## src/rtl/tick_rate_generator.sv

```systemverilog
`timescale 1ns/1ps
// Programmable tick-enable generator: a base prescaler feeding an octave counter that
// gives tick periods of BASE_DIVISOR*2^s cycles. Define TICK_RATE_STEP_EN for single-step ticks.
module tick_rate_generator #(
  parameter int BASE_DIVISOR = 12500000,
  parameter int RATE_COUNT   = 4,
  parameter int SELECT_WIDTH = 2,
  parameter int COUNT_WIDTH  = 8
) (
  input  logic                    clock,
  input  logic                    reset,
  input  logic [SELECT_WIDTH-1:0] rate_select,
  input  logic                    run,
  input  logic                    step,
  output logic                    tick,
  output logic [COUNT_WIDTH-1:0]  tick_count,
  output logic [SELECT_WIDTH-1:0] rate_active
);

  localparam int PRE_W = (BASE_DIVISOR > 2) ? $clog2(BASE_DIVISOR) : 1;
  localparam int OCT_W = (RATE_COUNT > 2) ? RATE_COUNT - 1 : 1;

  logic [PRE_W-1:0]        pre_q, pre_d;
  logic [OCT_W-1:0]        oct_q, oct_d;
  logic                    tick_q, tick_d;
  logic [COUNT_WIDTH-1:0]  count_q, count_d;
  logic [SELECT_WIDTH-1:0] rate_q, rate_d;
  logic                    fresh_q, fresh_d;

  logic [SELECT_WIDTH-1:0] sel_clamped;
  logic [SELECT_WIDTH-1:0] rate_eff;
  logic [OCT_W-1:0]        oct_mask;
  logic                    oct_match;
  logic                    base_strobe;
  logic                    free_tick;
  logic                    step_tick;

`ifdef TICK_RATE_STEP_EN
  logic step_q, step_d;

  always_ff @(posedge clock or posedge reset) begin
    if (reset) step_q <= 1'b0;
    else       step_q <= step_d;
  end
`else
  logic unused_step;
  assign unused_step = step;
`endif

  // fresh_q marks the first cycle after reset, where the rate still follows rate_select directly
  always_comb begin
    sel_clamped = rate_select;
    if ({1'b0, rate_select} >= (SELECT_WIDTH+1)'(RATE_COUNT))
      sel_clamped = SELECT_WIDTH'(RATE_COUNT - 1);

    rate_eff = fresh_q ? sel_clamped : rate_q;

    oct_mask = '0;
    for (int i = 0; i < OCT_W; i++) begin
      if (i < int'(rate_eff)) oct_mask[i] = 1'b1;
    end
    oct_match   = &(oct_q | ~oct_mask);
    base_strobe = run && (pre_q == PRE_W'(BASE_DIVISOR - 1));
    free_tick   = base_strobe && oct_match;

    pre_d = pre_q;
    if (run) pre_d = base_strobe ? '0 : pre_q + PRE_W'(1);

    oct_d = oct_q;
    if (free_tick)        oct_d = '0;
    else if (base_strobe) oct_d = oct_q + OCT_W'(1);

    step_tick = 1'b0;
`ifdef TICK_RATE_STEP_EN
    step_d    = step;
    step_tick = !run && step && !step_q;
`endif

    tick_d = free_tick || step_tick;

    count_d = count_q;
    if (tick_d) count_d = count_q + COUNT_WIDTH'(1);

    // Rate only switches on a tick boundary or while paused, so a period is never cut short
    rate_d  = (free_tick || !run) ? sel_clamped : rate_eff;
    fresh_d = 1'b0;
  end

  always_ff @(posedge clock or posedge reset) begin
    if (reset) begin
      pre_q   <= '0;
      oct_q   <= '0;
      tick_q  <= 1'b0;
      count_q <= '0;
      rate_q  <= '0;
      fresh_q <= 1'b1;
    end else begin
      pre_q   <= pre_d;
      oct_q   <= oct_d;
      tick_q  <= tick_d;
      count_q <= count_d;
      rate_q  <= rate_d;
      fresh_q <= fresh_d;
    end
  end

  assign tick        = tick_q;
  assign tick_count  = count_q;
  assign rate_active = rate_eff;

endmodule

```

## config.mk

```make
export PLATFORM = sky130hd
export DESIGN_NAME = tick_rate_generator
export DESIGN_NICKNAME = d
export VERILOG_FILES = /design/src/rtl/tick_rate_generator.sv
export SDC_FILE = /design/constraint.sdc
export NUM_CORES = 1
export LEC_CHECK = 0
export ABC_AREA = 1
export CAP_MARGIN = 20
export CORE_ASPECT_RATIO = 0.5
export CORE_MARGIN = 4
export CORE_UTILIZATION = 35
export DETAILED_ROUTE_END_ITERATION = 7
export GPL_TIMING_DRIVEN = 0
export SLEW_MARGIN = 0
export SYNTH_ARGS = -nofsm -noshare
export SYNTH_HDL_FRONTEND = slang
export SYNTH_SLANG_ARGS = --single-unit
```

## constraint.sdc

```tcl
create_clock -name clock -period 3.2 [get_ports clock]
set_input_delay 0.64 -clock clock [delete_from_list [all_inputs] [get_ports clock]]
set_output_delay 0.64 -clock clock [all_outputs]
set_load 0.1 [all_outputs]
```

==> results of run 1 <==
[report_power, final]
group / internal, mW / total, mW / leakage (nW) / switching (mW)
Clock: 0.387 / 0.576 / 0.0868 / 0.188
Sequential: 0.537 / 0.589 / 0.482 / 0.0521
Combinational: 0.0691 / 0.194 / 0.919 / 0.125
[per-layer routing]
metal,vias to the layer above,wire length (um),GRT usage [%]
met1,956,2690,19.2
met2,28,2220,22.6
li1,1101,-,-
met5,-,0,0
met4,0,33,3.68
met3,5,185,2.65
[cell usage after synthesis]
library cell	instances
sky130_fd_sc_hd__nand2_1	108
sky130_fd_sc_hd__inv_1	54
sky130_fd_sc_hd__nor2_1	49
sky130_fd_sc_hd__dfrtp_1	38
sky130_fd_sc_hd__nand3_1	24
sky130_fd_sc_hd__nand4_1	15
sky130_fd_sc_hd__nor3_1	9
sky130_fd_sc_hd__xor2_1	7
sky130_fd_sc_hd__o21ai_0	6
sky130_fd_sc_hd__ha_1	3
sky130_fd_sc_hd__nand2_2	3
sky130_fd_sc_hd__nor2_2	3
sky130_fd_sc_hd__nor2_4	3
sky130_fd_sc_hd__a21oi_1	2
sky130_fd_sc_hd__buf_2	2
sky130_fd_sc_hd__nand3b_1	2
sky130_fd_sc_hd__nor3b_1	2
sky130_fd_sc_hd__xnor2_1	2
sky130_fd_sc_hd__a21oi_2	1
sky130_fd_sc_hd__a31oi_1	1
sky130_fd_sc_hd__buf_6	1
sky130_fd_sc_hd__clkbuf_1	1
sky130_fd_sc_hd__conb_1	1
sky130_fd_sc_hd__dfstp_2	1
sky130_fd_sc_hd__inv_2	1
sky130_fd_sc_hd__o21a_1	1
sky130_fd_sc_hd__o21ai_1	1
sky130_fd_sc_hd__or2_2	1
[how the worst max path moves through the flow]
stage	start	to	slack, ns	cells after the start
after global placement	rate_select[1]	rate_active[1]	0.02	6
after CTS	rate_select[1]	rate_active[1]	0.02	6
after global routing	rate_select[1]	rate_active[1]	0.33	6
after detailed placement	rate_select[1]	rate_active[1]	0.03	6
final	rate_select[1]	rate_active[1]	0.43	6
after floorplan	fresh_q$_DFF_PP1_	tick_count[4]$_DFFE_PP0P_	0.61	8
[registers in the layout, indices dropped and copies added (netlist names)]
| signal | cells |
|---|---|
| fresh_q | 1 |
| oct_q | 3 |
| pre_q | 24 |
| rate_q | 2 |
| tick | 1 |
| tick_count | 8 |
[area by class of cell]
class,count,area [um2]
fillers,645,3490
plain buffers,4,25.0
clock inverters,2,35.0
inverters,55,206
repair buffers,15,155
flip-flops and latches,39,977
multi-input cells,244,1140
clock buffers,6,139
well taps,88,110
[cells by family (layout without fill, tap and decap cells)]
logic type / Yosys count / after routing / synth area share (%)
AOI/OAI and AO/OA: 12 / 12 / 2.87
xor gates and xnor gates: 9 / 9 / 3.35
adders and majority gates: 3 / 3 / 1.60
buffers and inverters: 59 / 82 / 9.84
DFF: 39 / 39 / 41.5
other: 1 / 1 / 0.159
and+or+nand+nor: 219 / 219 / 40.6
[worst max-delay path, cell delays in order]
cell and delay (ns):
sky130_fd_sc_hd__clkdlybuf4s50_1 0.48, sky130_fd_sc_hd__inv_1 0.04, sky130_fd_sc_hd__nand2_1 0.04, sky130_fd_sc_hd__o21ai_0 0.10, sky130_fd_sc_hd__inv_1 0.08, sky130_fd_sc_hd__dlymetal6s2s_1 0.74
==> results, run 1 <==
- The count of hold-fix buffers inserted at cts is 0.
- Counting tap cells, the placed design contains a total of 445 instances.
- The number of sinks on the clock net is 39.
- STA puts the critical path data arrival time at 2.13 ns.
- The min-delay analysis places its worst path in the category reg -> reg.
- The number of instances in the synthesized netlist is 342.
- After synthesis, the cell types taking the most area are sky130_fd_sc_hd__dfrtp_1 40%, sky130_fd_sc_hd__nand2_1 17%, sky130_fd_sc_hd__inv_1 8.6%.
- STA classifies the critical path endpoint as an output port.
- The non-filler instance count after layout is 453.
- The worst register-to-register path has a depth of 9.
- The total of endpoints with negative setup slack in the final report is 0.
- The run finished with clean final reports.
- The worst IR drop on VDD is 0.182 mV.
- Across the run, the number of max-cap violations was 0.
- At the end of the flow, the number of nets in the layout was 373.
- Across all register-to-register paths, the minimum setup slack is 1.55 ns.
- The count of endpoints failing hold in the final timing report was 0.
- The worst hold path endpoint is oct_q[1]$_DFFE_PP0P_.
- The completed layout was analyzed and its total power is 1.36 mW.
- After clock tree synthesis, the clock-pin slew on the worst setup and hold paths is 0.06 ns.
- The clock arrives with 0.00506 ns of skew.
- Entering global routing, the biggest net connects 40 pins.
- The number of gates resized after CTS was 0.
- The number of global-route vias before repair was 2014.
- Prior to clock tree synthesis, the placed netlist has a worst setup slack of 0.0289 ns.
- The floorplan step set the die height to 66.0 um.
- Leaving out fill and tap cells, the most frequent cells in the layout are 108 x sky130_fd_sc_hd__nand2_1, 53 x sky130_fd_sc_hd__inv_1, 49 x sky130_fd_sc_hd__nor2_1.
- The post-CTS setup repair buffer count is 0.
- The hold path startpoint is oct_q[1]$_DFFE_PP0P_.
- The portion of synthesized cell area occupied by the leading cell type is 40.4%.
- The post-synthesis net count is 351.
- The number of antenna violations at the first check in global routing is 0.
- The TritonCTS clock tree is done.
- The number of input and output port buffers inserted is 15.
- The root buffer selected by CTS is sky130_fd_sc_hd__clkbuf_16.
- The global-route congestion overflow total is 0.
- The maximum root-to-sink buffer count is 2.
- The DRC violation count after routing is 0.
- The final RePlAce weighted congestion is 0.861.
- After detailed routing, the average wire length per cell comes to 11.3 um.
- Leaving out fill and tap cells, the most frequent cell in the layout is sky130_fd_sc_hd__nand2_1.
- Summing all placed instances gives a cell area of 2610 um2.
- The first-pass GRT wire length is 9110 um.
- Compared with the post-synthesis result, the final layout area differs by 18.7%.
- The largest fanout on the critical path is 2.
- In this run the count of I/O pins placed on the die edge is 17.
- Adding up every negative setup slack in the final design gives 0 ns.
- The die covers 8180 um2.
- The critical path required time is 2.56 ns.
- Summing over every cut layer, the via total after detailed routing is 2090.
- The max-slew violation total from the final report came to 0.
- The later pin in the worst-skew pair is clocked with a latency of 0.28 ns.
- For this run, the top clock speed supported by timing is 0.361 GHz.
- The die extent in x is 124 um.
- Using the TritonRoute via totals, the vias-per-cell ratio works out to 4.61.
- The overall fraction of global-route tracks in use is 14.0%.
- The capture point of the worst reg-to-reg path is tick_count[7]$_DFFE_PP0P_.
- The reg-to-reg critical path startpoint is pre_q[15]$_DFFE_PP0P_.
- The total length of routed wires is 5120 um.
- The critical path in this run is classified as in -> out.
- Dividing the synthesized area by the synthesized cell count gives 6.88 um2.
- Setup repair after global routing left no endpoint under its margin.
- The sequential cell area fraction in the yosys report is 41.5%.
- The synthesis-stage register bit count is 39.
- The portion of the clock cycle consumed by the worst path in the final layout is 86.6%.
- TritonCTS created 5 clock buffers.
- The leakage component of the power is 1.49 nW.
- The final setup slack of the worst path is 0.429 ns.
- The power per unit of standard cell area is 487 nW/um2.
- The H-tree depth is 2.
- The number of cells traversed by the worst hold path is 2.
- The final critical delay including setup and external delays is 2.77 ns.
- The relative max-transition margin is 34.7%.
- The worst hold slack across all endpoints is 0.521 ns.
- Synthesis instantiated 28 different standard cells from the library.
- STA classifies the critical path startpoint as an input pin.
- The final non-filler cell area is 2790 um2.
- In this run the standard cell core region covers 6280 um2.
- The cell area after synthesis is 2350 um2.
- The first-iteration detailed-routing DRC count is 74.
- The initial core utilization is 37.5%.
- At the pin with the least slew margin, the transition time is 0.977 ns.
- The antenna diode count is 0.
- Detailed placement finished with a half-perimeter wire length of 3850 um.
- The total number of yosys warnings is 0.
- Once detail routing completed, the nets flagged for antenna violations numbered 0.
- The synthesized design spends more area on one cell type than any other, namely sky130_fd_sc_hd__dfrtp_1.
- The cell row count is 20.
- Measured on the finished design, the core utilization comes to 44.4%.
- The first detailed-routing pass ran for 4 iterations.
- The fraction of layout cells with a size suffix above 1 is 6.85%.
Note: power is estimated with default switching activity, not from simulation.
==> run 2, diff against run 1 <==
--- a/config.mk
+++ b/config.mk
@@ -11,6 +11,7 @@
 export CORE_MARGIN = 4
 export CORE_UTILIZATION = 35
 export DETAILED_ROUTE_END_ITERATION = 7
+export DONT_BUFFER_PORTS = 1
 export GPL_TIMING_DRIVEN = 0
 export SLEW_MARGIN = 0
 export SYNTH_ARGS = -nofsm -noshare
==> run 2 against run 1 <==
  * Utilization fell by 2.8 points
  * Clock skew decreased by 0.00056 ns
  * Critical path depth grew 3
  * Sequential cell count stayed put
  * Maximum frequency is 23% higher
  * Via count decreased by 3.5%
  * Sequential power hardly changed
  * Worst hold slack got worse by 0.11 ns
  * Non-clock buffer count fell by 14
  * Global-route usage grew 0.073 points
  * Routed wire length is 1.9% lower
  * Critical endpoint is now tick_count[5]$_DFFE_PP0P_
  * Largest power group unchanged
==> results, run 2 (same netlist as run 1, synthesis figures left out) <==
- After floorplanning, the core was sized to cover 6280 um2.
- The worst setup path is of the reg -> reg kind.
- The post-route netlist has 7.12% of its cells at a drive strength greater than 1.
- After routing, the total negative slack on setup checks comes to 0 ns.
- TritonCTS built the clock tree.
- The root buffer cell chosen for the clock tree is sky130_fd_sc_hd__clkbuf_16.
- The number of filler cells placed in the layout is 656.
- Entering global routing, the biggest net connects 40 pins.
- In the layout the commonest cells are 108 x sky130_fd_sc_hd__nand2_1, 53 x sky130_fd_sc_hd__inv_1, 49 x sky130_fd_sc_hd__nor2_1.
- For this design the top-level I/O count stands at 17.
- The arrival time of data at the critical path endpoint is 2.46 ns.
- The worst-case IR drop observed on VDD is 0.218 mV.
- The internal power component is 0.907 mW.
- The congestion estimate from routability-driven global placement came to 0.848.
- In this run, post-CTS hold repair placed 0 buffers.
- The routed layout has 2017 vias.
- The category of the worst setup path launch point is a flop.
- The relative max-transition margin is 25.5%.
- The antenna violation net count after detailed routing is 0.
- The cell row count is 20.
- The multi-input gate area in the final layout is 1150 um2.
- The net switching power is 0.352 mW.
- The first global-routing pass estimated 9150 um of wire.
- The count of endpoints failing hold in the final timing report is 0.
- Port buffering added 0 buffers.
- The share of power burned in the clock network is 38.7%.
- Measured along the x axis, the die boundary spans 124 um.
- Of all nets on the critical path, the largest fanout is 10.
- After detailed routing, the total wire length is 5030 um.
- The worst path uses 70.2% of the clock period.
- No sink is reached through more buffers than the 2 on the longest clock path.
- Dividing the detail-routed via count by the number of cells gives 4.59.
- The leakage component of the power is 1.40 nW.
- The number of global-route vias before repair is 1990.
- The net switching share of the total power is 28.0%.
- The fraction of power consumed by sequential logic is 46.6%.
- The antenna diode count is 0.
- Once detailed placement completed, the half-perimeter wirelength came to 3860 um.
- The die area is 8180 um2.
- Setup repair after global routing left no endpoint under its margin.
- The achievable clock frequency is 0.445 GHz.
- The number of nets in the layout is 359.
- The first-iteration detailed-routing DRC count is 113.
- The final critical delay including setup and external delays is 2.25 ns.
- The number of antenna violations at the first check in global routing was 0.
- Setup violations remaining at the end of the flow were counted as 0.
- The clock slew at the register clock pins of the worst setup and hold paths is 0.06 ns.
- Once the clock tree was built, the setup fixing pass inserted 0 buffers.
- Max-cap violations in this run came to 0.
- Across the whole layout, storage elements account for 977 um2.
- The initial core utilization is 37.5%.
- The synthesis-to-finish area growth is 11.3%.
- The H-tree depth is 2.
- The overall fraction of global-route tracks in use is 14.0%.
- The total overflow left after global routing is 0.
- The transition time at the pin with the least slew margin is 1.12 ns.
- The clock latency on the worst-skew pair is 0.28 ns.
- The worst setup path is captured at a flop.
- The flip-flop count of the largest register after layout is 24.
- The critical path required time is 3.41 ns.
- The class of the worst hold path is in -> async.
- After detailed routing, the number of remaining DRC violations is 0.
- For this run, the detailed router's first-pass iteration total came to 5.
- Summing internal, switching and leakage power gives 1.26 mW.
- The mean routed wirelength per cell is 11.5 um.
- The largest register by flop count is pre_q.
- The max-slew violation total from the final report is 0.
- The flow ran to the end, and the final reports show no timing, DRC or antenna violations.
- The combinational group share of total power is 14.6%.
- The most common library cell in the layout ignoring fill and taps is sky130_fd_sc_hd__nand2_1.
- The number of gates resized after CTS was 0.
- Counting every sink on the clock net gives 39.
- For this design the ratio of total power to cell area is 481 nW/um2.
- The worst setup skew after layout is 0.00450 ns.
- The overall die height is 66.0 um.
- Buffers inserted during clock tree synthesis total 5.
## run 2: power groups by stage
| stage | registers [mW] | logic [mW] | clock network, mW |
|---|---|---|---|
| global route | 0.595 | 0.218 | 0.527 |
| finish | 0.587 | 0.184 | 0.488 |
| detailed placement | 0.596 | 0.185 | 0 |
| CTS | 0.587 | 0.187 | 0.505 |
| global placement | 0.594 | 0.182 | 0 |
| floorplan | 0.584 | 0.158 | 0 |
## run 2: final cells by class
class                   count  area share [%]
multi-input cells         244            43.8
flip-flops and latches     39            37.3
inverters                  55            7.89
clock buffers               7            5.45
well taps                  88            4.21
plain buffers               4           0.956
clock inverters             1           0.191
repair buffers              1           0.143
## run 2: critical path, stage by stage, from the launching register on
cell and delay [ns]:
sky130_fd_sc_hd__dfstp_2 0.39, sky130_fd_sc_hd__o21ai_2 0.87, sky130_fd_sc_hd__buf_1 0.19, sky130_fd_sc_hd__nand2_1 0.06, sky130_fd_sc_hd__nand2_1 0.07, sky130_fd_sc_hd__nand2_1 0.08
sky130_fd_sc_hd__buf_2 0.19, sky130_fd_sc_hd__nand3_1 0.16, sky130_fd_sc_hd__nand2_1 0.07, sky130_fd_sc_hd__nand2_1 0.09
## run 2: worst paths after layout
check	startpoint	end	slack (ns)	cells past startpoint
worst min-delay path	reset	tick_count[5]$_DFFE_PP0P_	0.41	1
max in group asynchronous	reset	rate_q[1]$_DFF_PP0_	2.27	1
worst min register to register	oct_q[1]$_DFFE_PP0P_	oct_q[1]$_DFFE_PP0P_	0.52	2
min in group clock	rate_select[0]	rate_q[0]$_DFF_PP0_	0.49	2
worst max register to register	fresh_q$_DFF_PP1_	tick_count[5]$_DFFE_PP0P_	0.95	9
worst max-delay path	fresh_q$_DFF_PP1_	tick_count[5]$_DFFE_PP0P_	0.95	9
## run 2: metrics by stage
stage / hold WS, ns / setup WS [ns] / std cells / utilization (%) / area, um2
6_report: 0.410 / 0.955 / 439 / 41.7 / 2620
5_1_grt: 0.491 / 0.834 / 439 / 41.7 / 2620
4_1_cts: 0.449 / 0.942 / 439 / 41.7 / 2620
3_5_place_dp: 0.502 / 0.955 / 431 / 39.3 / 2470
3_3_place_gp: 0.496 / 0.432 / 430 / 39.2 / 2460
2_1_floorplan: 0.475 / 0.608 / 342 / - / 2350
## run 2: per-layer routing
| layer | track usage (%) | vias to the layer above | wire length, um |
|---|---|---|---|
| li1 | - | 1076 | - |
| met1 | 19.3 | 911 | 2480 |
| met2 | 22.2 | 28 | 2300 |
| met3 | 2.74 | 2 | 201 |
| met4 | 4.77 | 0 | 41 |
| met5 | 0 | - | 0 |
